$ cat src/rtl/regbank_mp.sv
// rtl/regbank_mp.sv - multi-port register file with write bypass, hold/clear and busy scoreboard
module regbank_mp #(
    parameter int DATA_W   = 32,
    parameter int ADDR_W   = 4,
    parameter int NRD      = 2,
    parameter int NWR      = 2,
    parameter int ZERO_REG = 1
) (
    input  logic                  clk,
    input  logic                  reset,
    input  logic [NRD*ADDR_W-1:0] rd_addr,
    input  logic                  hold,
    input  logic                  clear,
    output logic [NRD*DATA_W-1:0] rd_data,
    output logic [NRD-1:0]        rd_busy,
    input  logic [NWR-1:0]        wr_en,
    input  logic [NWR*ADDR_W-1:0] wr_addr,
    input  logic [NWR*DATA_W-1:0] wr_data,
    input  logic                  claim_en,
    input  logic [ADDR_W-1:0]     claim_addr
);

    localparam int NREGS = 1 << ADDR_W;

    logic [DATA_W-1:0] mem [NREGS];
    logic [NREGS-1:0]  busy;
    logic [NREGS-1:0]  busy_next;
    logic [NRD*DATA_W-1:0] rd_cand;
    logic [NRD-1:0]        busy_cand;

    // Array has no reset; later ports overwrite earlier ones so the highest index wins.
    always_ff @(posedge clk) begin
        if (!reset) begin
            for (int q = 0; q < NWR; q++) begin
                if (wr_en[q] && !(ZERO_REG != 0 && wr_addr[q*ADDR_W +: ADDR_W] == '0))
                    mem[wr_addr[q*ADDR_W +: ADDR_W]] <= wr_data[q*DATA_W +: DATA_W];
            end
        end
    end

    // Claim is applied after the write releases so a same-cycle re-claim keeps the bit set.
    always_comb begin
        busy_next = busy;
        for (int q = 0; q < NWR; q++) begin
            if (wr_en[q])
                busy_next[wr_addr[q*ADDR_W +: ADDR_W]] = 1'b0;
        end
        if (claim_en)
            busy_next[claim_addr] = 1'b1;
        if (ZERO_REG != 0)
            busy_next[0] = 1'b0;
    end

    always_ff @(posedge clk) begin
        if (reset)
            busy <= '0;
        else
            busy <= busy_next;
    end

    always_comb begin
        rd_cand   = '0;
        busy_cand = '0;
        for (int p = 0; p < NRD; p++) begin
            rd_cand[p*DATA_W +: DATA_W] = mem[rd_addr[p*ADDR_W +: ADDR_W]];
            for (int q = 0; q < NWR; q++) begin
                if (wr_en[q] && wr_addr[q*ADDR_W +: ADDR_W] == rd_addr[p*ADDR_W +: ADDR_W])
                    rd_cand[p*DATA_W +: DATA_W] = wr_data[q*DATA_W +: DATA_W];
            end
            busy_cand[p] = busy_next[rd_addr[p*ADDR_W +: ADDR_W]];
            if (ZERO_REG != 0 && rd_addr[p*ADDR_W +: ADDR_W] == '0) begin
                rd_cand[p*DATA_W +: DATA_W] = '0;
                busy_cand[p]                = 1'b0;
            end
        end
    end

    always_ff @(posedge clk) begin
        if (reset || clear) begin
            rd_data <= '0;
            rd_busy <= '0;
        end else if (!hold) begin
            rd_data <= rd_cand;
            rd_busy <= busy_cand;
        end
    end

endmodule

$ cat config.mk
export PLATFORM = sky130hd
export DESIGN_NAME = regbank_mp
export DESIGN_NICKNAME = d
export VERILOG_FILES = /design/src/rtl/regbank_mp.sv
export SDC_FILE = /design/constraint.sdc
export NUM_CORES = 1
export LEC_CHECK = 0
export CAP_MARGIN = 10
export CORE_MARGIN = 4
export CORE_UTILIZATION = 36
export CTS_CLUSTER_DIAMETER = 40
export DETAILED_ROUTE_END_ITERATION = 6
export PLACE_DENSITY_LB_ADDON = 0.15
export SYNTH_ARGS = -nofsm -noshare
export SYNTH_HDL_FRONTEND = slang
export SYNTH_SLANG_ARGS = --single-unit
$ cat constraint.sdc
create_clock -name clk -period 8.5 [get_ports clk]
set_clock_uncertainty 0.05 [all_clocks]
set_input_delay 1.7 -clock clk [delete_from_list [all_inputs] [get_ports clk]]
set_output_delay 1.7 -clock clk [all_outputs]
set_load 0.01 [all_outputs]
== Yosys cells after proc, flatten, opt, wreduce, memory -nomap -nowiden ==
Memory sizes are Yosys's and may differ from the RTL's.
Index checks and enable logic that the tools add are counted.

* $lt $le $gt $ge: 8
* Equality and inequality tests: 4
* Mux-type cells: 27
* Bitwise operators: 5
* Reduce and logical (&&, ||, !) cells: 16

{| class="wikitable"
|+ Operator list
! operator !! number
|-
| 2-to-1 mux 32 bit || 6
|-
| 2-to-1 mux 16 bit || 3
|-
| AND 16 bit || 2
|-
| NOT 16 bit || 2
|-
| less-than comparator 4 x 5 -> 1 bit (second input constant) || 5
|-
| == test 4 bit || 4
|-
| zero test 4 bit || 4
|-
| OR 16 bit || 1
|-
| 2-to-1 mux 1 bit || 13
|-
| demux 1 bit (select 4 bit) || 3
|-
| greater-or-equal comparator 4 x 1 -> 1 bit (second input constant) || 3
|-
| logical AND 1 bit || 9
|-
| binary-select mux 1 bit (select 4 bit) || 2
|-
| zero test 1 bit || 2
|-
| logical OR 1 bit || 1
|}

* Register bits after elaboration: 82
* Memory bits (writable): 512
* Output and inout bits: 66
* Logic and storage cells: 65
* Memories kept: 1

{| class="wikitable"
|+ Memory list
! name !! words !! width !! read ports !! clocked after memory_dff !! wr ports !! line !! source
|-
| mem || 16 || 32 || 2 || 0 || 2 || 25 || <nowiki>logic [DATA_W-1:0] mem [NREGS];</nowiki>
|}

== Logic depth before layout (Yosys ltp) ==
Gate-level depths: netlist of run 1.

* Depth after elaboration: 14
* Depth in mapped cells: 9
* Depth with buffers taken out: 6

== Worst setup path after synthesis of run 1 ==
OpenSTA, ideal clock, no wires.

* Kind: in2reg
* From: in reset
* To: mem mem[9][0] (enable)
* Data arrival time: 4.534 ns
* Required time: 7.984 ns
* Path slack: 3.451 ns
* Stages on the path: 4
* Cells stage by stage: buf_2 -> nor2b_1 -> nand3b_1 -> o21ai_0

{| class="wikitable"
|+ RTL lines
! element !! line !! source
|-
| from (decl) || 10 || <nowiki>input logic reset,</nowiki>
|-
| to (decl) || 25 ||
|}

==> results of run 1 <==
-- cells in the mapped netlist, types with 3 or more instances --
library cell / count
a21oi_1: 75
a211oi_1: 128
o31ai_1: 3
buf_6: 11
nand3b_1: 7
inv_1: 3
buf_1: 25
o21a_1: 3
nor2_1: 28
edfxtp_1: 512
o221a_2: 3
buf_4: 17
clkbuf_1: 154
nand3_1: 7
dfxtp_1: 81
o21ai_1: 4
and2_1: 3
o221ai_1: 11
xor2_1: 12
nor2b_1: 73
o22ai_1: 36
xnor2_1: 4
mux4_2: 257
o21ai_0: 45
mux2_2: 480
a22oi_1: 65
nand2b_1: 9
mux2i_1: 64
buf_2: 78
nor3b_1: 3
nand2_1: 36
and3_1: 3
-- worst min-delay path by stage --
stage,cells past startpoint,slack (ps),end,startpoint
2_1_floorplan,2,410,busy[1],busy[1]
3_3_place_gp,2,420,rd_busy[1],rd_busy[1]
3_5_place_dp,2,430,rd_busy[1],rd_busy[1]
4_1_cts,2,440,busy[7],busy[7]
5_1_grt,2,470,busy[7],busy[7]
6_report,2,440,busy[7],busy[7]
-- per-layer routing --
layer	GRT usage	wire (um)	vias to the layer above
li1	-	-	9439
met1	0.310	48600	12000
met2	0.394	58400	849
met3	0.0373	6800	209
met4	0.0636	2940	4
met5	0	21	-
-- worst max-delay path, stage by stage --
cell             delay [ps]
clkdlybuf4s50_1         750
nor2b_1                 440
nand3_1                 540
nor2_4                  600
buf_4                   510
mux2_2                  400
-- where the power goes --
part           switching, mW  leakage (nW)  internal (mW)
Clock                   1.66          1.98           3.10
Sequential            0.0447          5.31           3.26
Combinational          0.471          5.97          0.405
-- cells by family after synthesis --
kind of cell	Yosys count
mux	801
other cells	1
buf+inv	288
xor+xnor	16
flops	593
simple gates	185
compound gates	393
-- layout make-up --
cell class | instances | area, sq um
Sequential cell | 593 | 17000
Clock inverter | 77 | 901
Tap cell | 1254 | 1570
Fill cell | 8558 | 52800
Antenna cell | 1 | 2.50
Inverter | 3 | 11.3
Clock buffer | 146 | 3200
Timing Repair Buffer | 210 | 2010
Multi-Input combinational cell | 1427 | 16100
-- stage by stage --
stage | instance area [sq um] | setup WS, ps | util | power (mW)
2_1_floorplan | 34100 | 3450 | - | 3.92
3_3_place_gp | 36700 | 3360 | 0.392 | 4.22
3_5_place_dp | 36700 | 3290 | 0.392 | 4.23
4_1_cts | 40800 | 4020 | 0.435 | 9.01
5_1_grt | 40800 | 3860 | 0.435 | 9.22
6_report | 40800 | 3910 | 0.435 | 8.93
-- state kept, by name, summed over array words and instances (netlist names) --
name	cells
mem	512
rd_data	64
rd_busy	2
busy	15
==> run summary, run 1 <==
Post-synth ARST share = 0
Synth Area in Compound Gates = 0.0786
FF+latch count, synth = 593
Crit path required time = 8890 ps
Mux contribution to synthesized area = 0.348
Setup crit start kind = input pin
ANT nets after route = 0
DP Wirelength = 64,800 um
TritonCTS Buffers = 118
Clock-pin slew on the worst setup and hold paths = 50 ps
Avg WL per Cell = 31.4 um
DRC = 0
Die ar. = 0.0995 sq mm
CTS Buffer Depth = 3
Max-slew violations = 0
Setup TNS = 0 ps
Final period util = 0.540
Period minus WS final = 4590 ps
Post-synthesis instance total = 2,277
Run status = complete, no violations
Reg2reg end = rd_data[47]
Pwr/cell area = 219 mW/mm^2
Die Span Y = 315 um
Maximum vdd drop = 180 uV
Largest net degree at the start of global routing = 97
R2R Path Start = mem[3][15]
Commonest non-fill, non-tap cell in the layout = edfxtp_1
Clock sinks = 593
Top FF cell, synth = edfxtp_1
Clk Latency, worst-skew pair = 700 ps
Synth area leader = edfxtp_1
Sequential area share after synthesis = 0.500
Synth Area in Adders = 0
Die Span X = 315 um
Reg2reg setup slack = 6390 ps
Gr usage total = 0.232
Vias per inst = 6.07
Simple logic cell fraction of the synthesized area = 0.0308
Crit path launch = reset
P&R area growth vs syn = 19.8%
Initial core utilization = 0.363
Final Non-Filler Cells = 3,711
Static Leakage = 13.3 nW
TritonCTS clock tree = built
Layout cell share with drive strength beyond 1 = 0.425
Number of global-route vias before repair = 23,700
Critical Path Sink = mem[14][15]
Top Ports = 157
Syn_area_per_cell = 14.9 sq um
Slew margin rel. = 0.191
Grt total ovfl = 0
Floorplan Core Area = 0.0936 sq mm
Routability congestion estimate = 0.827
Final hold slack = 438 ps
MaxCap Viol Count = 0
# H-tree levels = 3
Most frequent cells in the layout = edfxtp_1, mux2_2, mux4_2
Netlist Area Pre-Place = 0.0340 sq mm
Gates resized, CTS repair = 0
Hold_buf cts = 0
Synth warn = 0
Initial antenna violation count = 5
XOR/XNOR share of the synthesized area = 0.00412
Main area contributors after synthesis = edfxtp_1, mux4_2, mux2_2
CTS root buf = clkbuf_16
Port Buffers = 156
CP Max Fanout = 22
Final net count = 2,444
Worst-margin pin slew = 1210 ps
Final Hold Viols = 0
Setup bufs post-CTS = 0
Drt initial violations = 2,096
Yosys top cell area share = 0.452
Worst setup EP type = flop
EDFF count, synth = 512
F_max = 218 MHz
RSZ-0062 raised after global routing = no
FP Rows = 112
Inst Count DP = 3,487
Crit path DAT = 4980 ps
Worst r2r path cells = 6
Crit Path Class = input pin to flop
First-pass GRT wire length = 168,000 um
Combinational family with the most area after synthesis = multiplexers
Min-Delay Path Class = flop to flop
DRT Pass-1 Iters = 6
Count of final setup violators = 0
Final WL = 117,000 um
Netlist cell types = 61
Via count = 22,500
Power figures use the tool's default switching activity.
==> inputs of run 2 (changes only) <==
Clock period 8.5 ns to 4.52 ns, I/O delays scaled along.
==> run summary, run 2 (synthesis gave the netlist of run 1 again) <==
Initial core utilization = 0.363
Slew margin rel. = 0.410
Inst Count DP = 3,532
Slowest stage cell on the critical path = clkdlybuf4s50_1
Static Leakage = 13.4 nW
Worst Path Buf+Inv = 2
Worst-margin pin slew = 881 ps
Gr usage total = 0.232
Crit path launch = wr_en[1]
Reg2reg setup slack = 2320 ps
Routability congestion estimate = 0.837
CTS Buffer Depth = 3
DP Wirelength = 71,100 um
Final WL = 117,000 um
Die Span Y = 315 um
Crit path DAT = 3570 ps
Delay-heaviest family, CP = simple AND/OR/NAND/NOR gates
Period minus WS final = 3220 ps
Hold_buf cts = 0
# H-tree levels = 3
CP Max Fanout = 19
Setup crit start kind = input pin
Min-Delay Path Class = flop to flop
Setup bufs post-CTS = 0
Grt total ovfl = 0
R2R Path Start = mem[3][13]
Largest net degree at the start of global routing = 61
Die ar. = 0.0995 sq mm
Vias per inst = 6.00
MaxCap Viol Count = 0
Commonest non-fill, non-tap cell in the layout = edfxtp_1
TritonCTS Buffers = 114
Final net count = 2,485
Count of final setup violators = 0
Ant diodes = 0
Pwr/cell area = 404 mW/mm^2
F_max = 311 MHz
DRC = 1
Avg WL per Cell = 31.1 um
First-pass GRT wire length = 168,000 um
CTS root buf = clkbuf_16
Most frequent cells in the layout = edfxtp_1, mux2_2, mux4_2
Drt initial violations = 1,861
ANT nets after route = 0
Max-slew violations = 0
Hold Startpoint = rd_busy[1]
Failing checks = design-rule violations
Top Ports = 157
Die Span X = 315 um
Routing usage on met1 = 0.306
FP Rows = 112
Via count = 22,500
Final Hold Viols = 0
Number of global-route vias before repair = 24,000
Final period util = 0.712
Clk Latency, worst-skew pair = 670 ps
Initial antenna violation count = 3
Clock-pin slew on the worst setup and hold paths = 40 ps
GR peak layer = met2
Crit path required time = 4870 ps
Worst setup EP type = flop
Floorplan Core Area = 0.0936 sq mm
TritonCTS clock tree = built
Crit path largest cell delay = 610 ps
Fin util = 0.439
Worst r2r path cells = 6
Stages on the worst setup path = 6
Maximum vdd drop = 323 uV
Port Buffers = 156
Layout cell share with drive strength beyond 1 = 0.432
Final Non-Filler Cells = 3,745
Run status = finished, violations left
Met2 usage = 0.395
Hold path cells = 2
Setup TNS = 0 ps
P&R area growth vs syn = 20.7%
Max reg flops = 512
Clock sinks = 593
Gates resized, CTS repair = 0
Overall Power = 16.6 mW
RSZ-0062 raised after global routing = no
DRT Pass-1 Iters = 7
Met3 global-route usage = 0.0372
Crit Path Class = input pin to flop
Final hold slack = 426 ps
CP Cell Sequence = clkdlybuf4s50_1 -> nor2b_1 -> nand3_1 -> nor2_4 -> buf_4 -> mux2_2
[run 2: power breakdown]
part           switching (mW)  internal [mW]
Clock                    2.91           5.77
Combinational           0.915          0.786
Sequential             0.0781           6.13
[run 2: worst paths after layout]
path | end
worst max register to register | rd_data[45]
worst min-delay path | rd_busy[1]
worst max-delay path | mem[13][19]
worst min register to register | rd_busy[1]
[run 2: layout make-up]
type | count | area [sq um]
Sequential cell | 593 | 17000
Timing Repair Buffer | 255 | 2470
Clock buffer | 146 | 3100
Clock inverter | 67 | 836
Fill cell | 8442 | 52600
Inverter | 3 | 11.3
Tap cell | 1254 | 1570
Multi-Input combinational cell | 1427 | 16100
[run 2: through the flow]
step | area, sq um | setup WS (ps)
global placement | 37100 | 743
finish | 41100 | 1300
global route | 41100 | 1260
detailed placement | 37100 | 699
CTS | 41100 | 1400
floorplan | 34100 | 267
[run 2: layer usage]
layer	vias to the layer above	wire length (um)
met5	-	37
met4	6	3080
met3	210	7220
met2	866	57200
met1	11900	48900
li1	9505	-
[run 2: worst register-to-register path: stages (launching register included)]
cell	delay [ps]
edfxtp_1	410
mux4_2	480
nor2b_1	140
a211oi_1	430
a211oi_1	100
a21oi_1	310
o22ai_1	140
